<file path="config.mk">
export PLATFORM = sky130hd
export DESIGN_NAME = chess_movegen_seq
export DESIGN_NICKNAME = d
export VERILOG_FILES = /design/src/rtl/chess_movegen_seq.sv
export SDC_FILE = /design/constraint.sdc
export NUM_CORES = 1
export LEC_CHECK = 0
export ABC_AREA = 1
export BUFFER_PORTS_ARGS = -buffer_cell sky130_fd_sc_hd__buf_2
export CORE_UTILIZATION = 56
export CTS_BUF_LIST = sky130_fd_sc_hd__clkbuf_4
export CTS_CLUSTER_SIZE = 30
export DETAILED_ROUTE_END_ITERATION = 12
export PLACE_DENSITY = 0.75
export SLEW_MARGIN = 5
export SYNTH_ARGS = -nofsm -noshare
export SYNTH_HDL_FRONTEND = slang
export SYNTH_SLANG_ARGS = --single-unit
</file>
<file path="constraint.sdc">
create_clock -name clk -period 7.2 [get_ports clk]
set_clock_uncertainty 0.2 [all_clocks]
set_input_delay 2.16 -clock clk [delete_from_list [all_inputs] [get_ports clk]]
set_output_delay 2.16 -clock clk [all_outputs]
set_load 0.005 [all_outputs]
</file>
<file path="src/rtl/chess_movegen_seq.sv">
// chess_movegen_seq: MVV-LVA capture sequencer that drives the board core command port.
// Streams (aggressor, victim) pairs best-capture-first. Finished victims are masked again after every ENABLE-ALL.
module chess_movegen_seq #(
  parameter int RESULT_LAT = 1,
  parameter int CNT_W      = 8
) (
  input  logic             clk,
  input  logic             rst,
  input  logic             start,
  input  logic             abort,
  output logic             busy,
  output logic             done,
  output logic             illegal,
  output logic [7:0]       cmd_addr,
  output logic [7:0]       cmd_data,
  input  logic [7:0]       result,
  output logic             mv_valid,
  input  logic             mv_ready,
  output logic [5:0]       mv_from,
  output logic [5:0]       mv_to,
  output logic [CNT_W-1:0] mv_count
);

  localparam int WAIT_W = (RESULT_LAT > 1) ? $clog2(RESULT_LAT) : 1;

  typedef enum logic [3:0] {
    S_IDLE, S_EN_ALL, S_REPLAY, S_VSEARCH, S_VWAIT,
    S_ASEARCH, S_AWAIT, S_EMIT, S_ADIS, S_FIN
  } state_t;

  state_t            r_state, w_state_nxt;
  logic [63:0]       r_done_mask, w_done_mask_nxt;
  logic [63:0]       r_shadow, w_shadow_nxt;
  logic [5:0]        r_victim, w_victim_nxt;
  logic [WAIT_W-1:0] r_wait, w_wait_nxt;
  logic              w_sample;
  logic [7:0]        r_cmd_addr, r_cmd_data, w_cmd_addr_nxt, w_cmd_data_nxt;
  logic              r_busy, r_done, r_mv_valid;
  logic              r_illegal, w_illegal_nxt;
  logic [5:0]        r_mv_from, r_mv_to, w_mv_from_nxt, w_mv_to_nxt;
  logic [CNT_W-1:0]  r_mv_count, w_mv_count_nxt;

  function automatic logic [15:0] f_sq_cmd(input logic [3:0] op, input logic [5:0] sq);
    return {op, 2'b00, sq[5:4], sq[3:0], 4'h0};
  endfunction

  function automatic logic [5:0] f_lowest(input logic [63:0] m);
    logic [5:0] idx;
    idx = '0;
    for (int i = 63; i >= 0; i--) if (m[i]) idx = 6'(i);
    return idx;
  endfunction

  always_comb begin
    w_state_nxt     = r_state;
    w_done_mask_nxt = r_done_mask;
    w_shadow_nxt    = r_shadow;
    w_victim_nxt    = r_victim;
    w_wait_nxt      = '0;
    w_illegal_nxt   = r_illegal;
    w_mv_from_nxt   = r_mv_from;
    w_mv_to_nxt     = r_mv_to;
    w_mv_count_nxt  = r_mv_count;
    w_sample        = (r_wait == WAIT_W'(RESULT_LAT - 1));
    w_cmd_addr_nxt  = 8'h00;
    w_cmd_data_nxt  = 8'h00;

    case (r_state)
      S_IDLE: if (start) begin
        w_done_mask_nxt = '0;
        w_mv_count_nxt  = '0;
        w_illegal_nxt   = 1'b0;
        w_state_nxt     = S_EN_ALL;
      end
      S_EN_ALL: begin
        w_shadow_nxt = r_done_mask;
        w_state_nxt  = S_REPLAY;
      end
      // The bit on show this cycle is the lowest one; drop it and leave once nothing is left.
      S_REPLAY: begin
        w_shadow_nxt = r_shadow & (r_shadow - 64'd1);
        if (w_shadow_nxt == '0) w_state_nxt = S_VSEARCH;
      end
      S_VSEARCH: w_state_nxt = S_VWAIT;
      S_VWAIT: begin
        if (w_sample) begin
          if (result[7]) begin
            w_illegal_nxt = 1'b1;
            w_state_nxt   = S_FIN;
          end else if (result[6]) begin
            w_state_nxt = S_FIN;
          end else begin
            w_victim_nxt = result[5:0];
            w_state_nxt  = S_ASEARCH;
          end
        end else begin
          w_wait_nxt = r_wait + WAIT_W'(1);
        end
      end
      S_ASEARCH: w_state_nxt = S_AWAIT;
      S_AWAIT: begin
        if (w_sample) begin
          if (result[6]) begin
            w_done_mask_nxt[r_victim] = 1'b1;
            w_state_nxt               = S_EN_ALL;
          end else begin
            w_mv_from_nxt = result[5:0];
            w_mv_to_nxt   = r_victim;
            w_state_nxt   = S_EMIT;
          end
        end else begin
          w_wait_nxt = r_wait + WAIT_W'(1);
        end
      end
      S_EMIT: if (r_mv_valid && mv_ready) begin
        if (r_mv_count != '1) w_mv_count_nxt = r_mv_count + CNT_W'(1);
        w_state_nxt = S_ADIS;
      end
      S_ADIS:  w_state_nxt = S_ASEARCH;
      S_FIN:   w_state_nxt = S_IDLE;
      default: w_state_nxt = S_IDLE;
    endcase

    // abort wins over everything decided above, including a start seen in IDLE
    if (abort) begin
      w_state_nxt     = S_IDLE;
      w_done_mask_nxt = r_done_mask;
      w_illegal_nxt   = r_illegal;
      w_mv_count_nxt  = r_mv_count;
      w_mv_from_nxt   = r_mv_from;
      w_mv_to_nxt     = r_mv_to;
      w_wait_nxt      = '0;
    end

    // Command registers hold the command of the state being entered.
    case (w_state_nxt)
      S_EN_ALL:  w_cmd_addr_nxt = 8'hC0;
      S_REPLAY:  if (w_shadow_nxt != '0)
                   {w_cmd_addr_nxt, w_cmd_data_nxt} = f_sq_cmd(4'hD, f_lowest(w_shadow_nxt));
      S_VSEARCH: w_cmd_addr_nxt = 8'hE0;
      S_ASEARCH: {w_cmd_addr_nxt, w_cmd_data_nxt} = f_sq_cmd(4'hF, w_victim_nxt);
      S_ADIS:    {w_cmd_addr_nxt, w_cmd_data_nxt} = f_sq_cmd(4'hD, w_mv_from_nxt);
      default:   ;
    endcase
  end

  always_ff @(posedge clk) begin
    if (rst) begin
      r_state     <= S_IDLE;
      r_done_mask <= '0;
      r_shadow    <= '0;
      r_victim    <= '0;
      r_wait      <= '0;
      r_cmd_addr  <= 8'h00;
      r_cmd_data  <= 8'h00;
      r_busy      <= 1'b0;
      r_done      <= 1'b0;
      r_illegal   <= 1'b0;
      r_mv_valid  <= 1'b0;
      r_mv_from   <= '0;
      r_mv_to     <= '0;
      r_mv_count  <= '0;
    end else begin
      r_state     <= w_state_nxt;
      r_done_mask <= w_done_mask_nxt;
      r_shadow    <= w_shadow_nxt;
      r_victim    <= w_victim_nxt;
      r_wait      <= w_wait_nxt;
      r_cmd_addr  <= w_cmd_addr_nxt;
      r_cmd_data  <= w_cmd_data_nxt;
      r_busy      <= (w_state_nxt != S_IDLE);
      r_done      <= (w_state_nxt == S_FIN);
      r_illegal   <= w_illegal_nxt;
      r_mv_valid  <= (w_state_nxt == S_EMIT);
      r_mv_from   <= w_mv_from_nxt;
      r_mv_to     <= w_mv_to_nxt;
      r_mv_count  <= w_mv_count_nxt;
    end
  end

  assign busy     = r_busy;
  assign done     = r_done;
  assign illegal  = r_illegal;
  assign cmd_addr = r_cmd_addr;
  assign cmd_data = r_cmd_data;
  assign mv_valid = r_mv_valid;
  assign mv_from  = r_mv_from;
  assign mv_to    = r_mv_to;
  assign mv_count = r_mv_count;

endmodule

</file>
# == Yosys cells after proc, flatten, opt, wreduce, memory -nomap -nowiden ==
# Cells that the tools add are included.
# totals
reg_bits,179
inputBits,13
out_inout_bits,40
elab_cells,164
# classes
add_sub_neg,3
magnitude_cmp,2
n_eq_ne,23
muxes,101
bitwise_logic,6
n_reduce_logical,15
# ops
cell,n
6-bit two-way mux,72
64-bit one-hot mux with 2 select lines,2
64-bit two-way mux,3
64-bit AND,1
64-bit logical NOT,1
64-bit OR,1
64-bit nonzero test,1
64-bit by 1-bit subtractor with 64-bit output (second input constant),1
8-bit two-way mux,5
8-bit one-hot mux with 5 select lines,1
4-bit one-hot mux with 9 select lines,1
4-bit two-way mux,8
4-bit by 3-bit equality test with 1-bit output (second input constant),6
8-bit one-hot mux with 3 select lines,1
4-bit by 2-bit equality test with 1-bit output (second input constant),4
8-bit one-hot mux with 2 select lines,1
5-bit AND reduction,3
2-bit inequality test (second input constant),7
4-bit equality test (second input constant),3
8-bit by 1-bit adder with 8-bit output (second input constant),1
4-bit by 1-bit equality test with 1-bit output (second input constant),2
8-bit inequality test (second input constant),1
6-bit by 7-bit < comparator with 1-bit output (second input constant),1
1-bit demux with 6-bit select,1
13 further kinds,22

# == Logic depth before layout (Yosys ltp) ==
# logic_depth
depth_word,69
mapped_depth,74
ltp_nobuf,74

# == Least setup slack after synthesis ==
# Ideal clock, no wire load.
# synth_path
path_type,register to register
startpoint,register r_shadow[0]
endpoint,register r_cmd_data[4] (netlist: cmd_data[4])
setup_ps,118
t_arrival_ps,3947
required_time_ps,6882
setup_slack_ps,2935
stages_incl_launch_ff,73
n_path_buf,0
synth_period_minus_slack_ps,4265
path_cell_list,dfxtp_1 nor2_4 nand2_2 nor2_2 nand2_2 nor2_4 nand2_4 nor2_4 nand2_2 nand3_2 nand2_2 nand2_2 nand2_1 nand2_1 nand2_1 nand2_1 nand2_1 nand2_1 [... 37 more ...] nand2_1 nand2_1 nand2_1 nand2_1 nand2_1 nand2_1 nand2_1 nand2_1 nand2_1 nand2_1 nand2_1 nand2_1 nand2_1 nand2_1 nand2_1 nand2_1 nand2_1 a21oi_2
# synth_via
elab_chain_len,69
elab_cells_between_ends,77
classes_between,add/sub (1); eq/ne (3); mux (70); bitwise (1); reduce/logical (2)
# synth_rtl
item,line_no,rtl
start: declaration,33,"logic [63:0] r_shadow, w_shadow_nxt;"
start signal: assignment,166,r_shadow <= w_shadow_nxt;
64-bit by 1-bit subtractor with 64-bit output,81,w_shadow_nxt = r_shadow & (r_shadow - 64'd1);
64-bit AND,81,
64-bit one-hot mux with 2 select lines,68,case (r_state)
6-bit two-way mux (64 in series),50,for (int i = 63; i >= 0; i--) if (m[i]) idx = 6'(i);
8-bit two-way mux,138,S_REPLAY: if (w_shadow_nxt != '0)
8-bit one-hot mux with 3 select lines *,136,case (w_state_nxt)
end signal: assignment,170,r_cmd_data <= w_cmd_data_nxt;
end: declaration,37,"logic [7:0] r_cmd_addr, r_cmd_data, w_cmd_addr_nxt, w_cmd_data_nxt;"
# Mark *: on every way between the ends. The rest lies on a longest branch, timed or not.
# A chain may end at the register's enable or synchronous reset.

# == Final worst setup path ==
# layout_path
startpoint,register r_state[3]
endpoint,register r_cmd_data[4] (netlist: cmd_data[4])
# layout_via
elab_chain_len,68
elab_cells_between_ends,90
classes_between,eq/ne (11); mux (77); reduce/logical (2)
# layout_rtl
item,line_no,rtl
start: declaration,31,"state_t r_state, w_state_nxt;"
start signal: assignment,164,r_state <= w_state_nxt;
4-bit by 2-bit equality test with 1-bit output / 4-bit by 1-bit equality test with 1-bit output (equally long branches),68,
64-bit one-hot mux with 2 select lines,68,
6-bit two-way mux (64 in series),50,
8-bit two-way mux,138,
8-bit one-hot mux with 3 select lines *,136,
# Marked as above.

==> metrics.log <==
[metrics] hold-critical path endpoint: r_done_mask[47]$_SDFFE_PP0P_
[metrics] hold-fix buffer count after cts: 0
[metrics] net switching component of the power: 523 uW
[metrics] startpoint of the worst hold path: r_done_mask[47]$_SDFFE_PP0P_
[metrics] number of H-tree levels: 4
[metrics] die outline area: 0.0177 mm^2
[metrics] stage delay of the slowest cell on the critical path: 710 ps
[metrics] CTS tree: done
[metrics] worst flop-to-flop path endpoint: cmd_data[4]$_SDFF_PP0_
[metrics] number of clock sinks: 172
[metrics] remaining antenna violation count: 0
[metrics] width of the die: 133 um
[metrics] cell count after synthesis: 1,584
[metrics] worst min path class: reg2reg
[metrics] post-synth design cell area: 0.00963 mm^2
[metrics] share of layout cells above drive strength 1: 0.0858
[metrics] share of power burned in registers: 0.548
[metrics] worst path required time: 7550 ps
[metrics] R2R setup slack: 1150 ps
[metrics] grt ovf: 0
[metrics] mean routed wirelength per cell: 14.7 um
[metrics] worst reg2reg path startpoint: r_state[3]$_SDFF_PP0_
[metrics] Max Root-Sink Buffers: 2
[metrics] number of antenna violations at the first check in global routing: 1
[metrics] I/O pin cnt: 53
[metrics] P per Cell Area: 171 mW/mm^2
[metrics] number of setup violations in the final report: 0
[metrics] Worst-path clk slew: 170 ps
[metrics] fin cells: 1,841
[metrics] run status: completed
[metrics] PortBufs: 46
[metrics] average vias per placed instance: 5.31
[metrics] Async S/R FF share, synth: 0
[metrics] final hold violation count: 0
[metrics] max-slew violations: 0
[metrics] wire length of the first global-routing pass: 44.1 mm
[metrics] drt initial violations: 923
[metrics] total length of routed wires: 27.1 mm
[metrics] TritonCTS buffer count: 17
[metrics] share of power burned in combinational logic: 0.108
[metrics] post-synth top area share: 0.357
[metrics] number of synthesized register bits: 172
[metrics] maximum vdd ir drop: 0.159 mV
[metrics] crit path DAT: 6390 ps
[metrics] Main synth FF type: sky130_fd_sc_hd__dfxtp_1
[metrics] vias in the first global route: 8,745
[metrics] Final nets: 1,621
[metrics] RSZ-0062 raised after global routing: no
[metrics] # Max-Cap Violations: 0
[metrics] Crit-path slowest cell: sky130_fd_sc_hd__nand2_2
[metrics] first-pass detailed-route iteration total: 5
[metrics] total global-route track usage: 0.315
[metrics] effective utilization at floorplan: 0.577
[metrics] cell with the most instances after synthesis: sky130_fd_sc_hd__nand2_1
[metrics] Clk Latency, worst-skew pair: 600 ps
[metrics] sort of element at the start of the critical path: register
[metrics] cell depth of the worst min-delay path: 2
[metrics] post-route DRC violation count: 0
[metrics] Slew Limit Headroom: 0.257
[metrics] global placement routability congestion: 0.932
[metrics] die height: 133 um
[metrics] total negative setup slack: 0 ps
[metrics] CP top delay family: simple AND/OR/NAND/NOR gates
[metrics] post-route minimum period: 6050 ps
[metrics] Clk network pwr share: 0.344
[metrics] number of stages on the worst setup path: 66
[metrics] maximum number of pins on one net before global-route repair: 88
[metrics] max frequency: 165 MHz
[metrics] worst setup path startpoint: r_state[3]$_SDFF_PP0_
[metrics] cell accounting for the most synthesized area: sky130_fd_sc_hd__dfxtp_1
[metrics] proportion of total power due to net switching: 0.297
[metrics] Cells after DPL: 1,808
[metrics] cell repeated most along the worst path: sky130_fd_sc_hd__nand2_1
[metrics] sum of buffers and inverters on the critical path: 1
[metrics] Avg Inst Size Synth: 6.08 um^2
[metrics] dominant cells by area after synthesis: sky130_fd_sc_hd__dfxtp_1 (36%), sky130_fd_sc_hd__nand2_1 (13%), sky130_fd_sc_hd__nor2_1 (12%), sky130_fd_sc_hd__inv_1 (11%), sky130_fd_sc_hd__a21oi_1 (5.4%)
[metrics] cell chosen for the clock root: sky130_fd_sc_hd__clkbuf_4
[metrics] core outline area: 0.0167 mm^2
[metrics] Resized cells post-CTS: 0
[metrics] overall via count from detail_route: 9,771
[metrics] synth warn: 0
[metrics] CP endpoint kind: register
[metrics] Internal Power: 1.24 mW
[metrics] top post-synthesis cells by count: sky130_fd_sc_hd__nand2_1 (343), sky130_fd_sc_hd__nor2_1 (315), sky130_fd_sc_hd__inv_1 (280)
[metrics] unique cell type count in the Yosys netlist: 45
[metrics] sequential cell area fraction in the yosys report: 0.357
[metrics] WS Path Type: reg2reg
[metrics] period utilization: 0.840
[metrics] worst-margin pin slew: 1110 ps
[metrics] Static Leak: 4.70 nW
[metrics] number of enable flip-flop cells after synthesis: 0
[metrics] row count: 47
[metrics] Detail Placement HPWL: 20.2 mm
[metrics] biggest fanout along the worst timing path: 33
[metrics] logic depth of the worst register-to-register path: 66
[metrics] number of setup buffers added after CTS: 0
[metrics] signed area change from the synthesized netlist to the final layout: 6.98%
## layer usage
| metal | share of wire | global-route usage |
|---|---|---|
| met4 | 0.019 | 0.0928 |
| met2 | 0.44 | 0.491 |
| met3 | 0.069 | 0.0563 |
| met5 | 0 | 0 |
| met1 | 0.48 | 0.444 |
## power groups by stage
stage	clock network [mW]	logic, mW	registers, mW
floorplan	0	0.140	0.983
global placement	0	0.185	0.984
detailed placement	0	0.186	0.984
CTS	0.614	0.187	0.964
global route	0.655	0.214	0.965
finish	0.605	0.189	0.964
## state kept, by name, summed over array words and instances (netlist names), 5 cells and up
| name | count |
|---|---|
| mv_from | 6 |
| mv_count | 8 |
| r_shadow | 64 |
| r_victim | 6 |
| cmd_addr | 5 |
| r_done_mask | 64 |
| mv_to | 6 |
## worst min-delay path: cells and delay by family, from the launching register on
family	cells	cell delay, ps
buffers and inverters	1	60
flip-flops	1	320
AO/OA/AOI/OAI	1	60
## through the flow
stage                     hold WS (ps)  total power [mW]  instance area (um^2)   util  worst slack [ps]
after floorplan                    231              1.12                  9650      -              2940
after detailed placement           246              1.17                 10000  0.599              1200
after global placement             238              1.17                 10000  0.599              1310
after global routing               290              1.83                 10300  0.617               352
after CTS                          266              1.77                 10300  0.617              1170
final                              266              1.76                 10300  0.617              1150
## logic make-up (layout without fill, tap and decap cells)
| group | after synthesis | in the layout | synth area share |
|---|---|---|---|
| DFF | 172 | 172 | 0.357 |
| and+or+nand+nor | 782 | 782 | 0.339 |
| muxes | 6 | 6 | 0.00624 |
| adders and majority gates | 1 | 1 | 0.00130 |
| other | 1 | 8 | 0.000389 |
| AOI/OAI and AO/OA | 275 | 275 | 0.156 |
| buffers and inverters | 347 | 377 | 0.139 |
## cell type report
cell class,count,area [um^2]
clock inverter,15,178
sequential,172,3440
clock buffer,17,128
antenna,1,2.50
inverter,291,1090
multi-input combinational,1071,4890
fill,1707,6400
tap,220,275
timing repair buffer,54,290
## layout by cell type (no fill, tap or decap), drive strengths merged, types with 3 or more instances in the layout
master and count:
nand2 355, nor2 331, inv 299, dfxtp 172, o21ai 111, a21oi 105
buf 54, nand3 35, o22ai 29, nor3 21, nand4 18, clkbuf 17
a31oi 13, nor4 11, conb 7, mux2i 6, clkinv 5, or2 4
o21bai 4, o221ai 3, nor3b 3, o32ai 3, a211oi 3
## worst max path at each step
stage | end | slack [ps]
global route | cmd_data[4]$_SDFF_PP0_ | 350
detailed placement | cmd_data[4]$_SDFF_PP0_ | 1200
global placement | cmd_data[4]$_SDFF_PP0_ | 1310
finish | cmd_data[4]$_SDFF_PP0_ | 1150
CTS | cmd_data[4]$_SDFF_PP0_ | 1170
floorplan | cmd_data[4]$_SDFF_PP0_ | 2940
(Power assumes the default switching activity.)
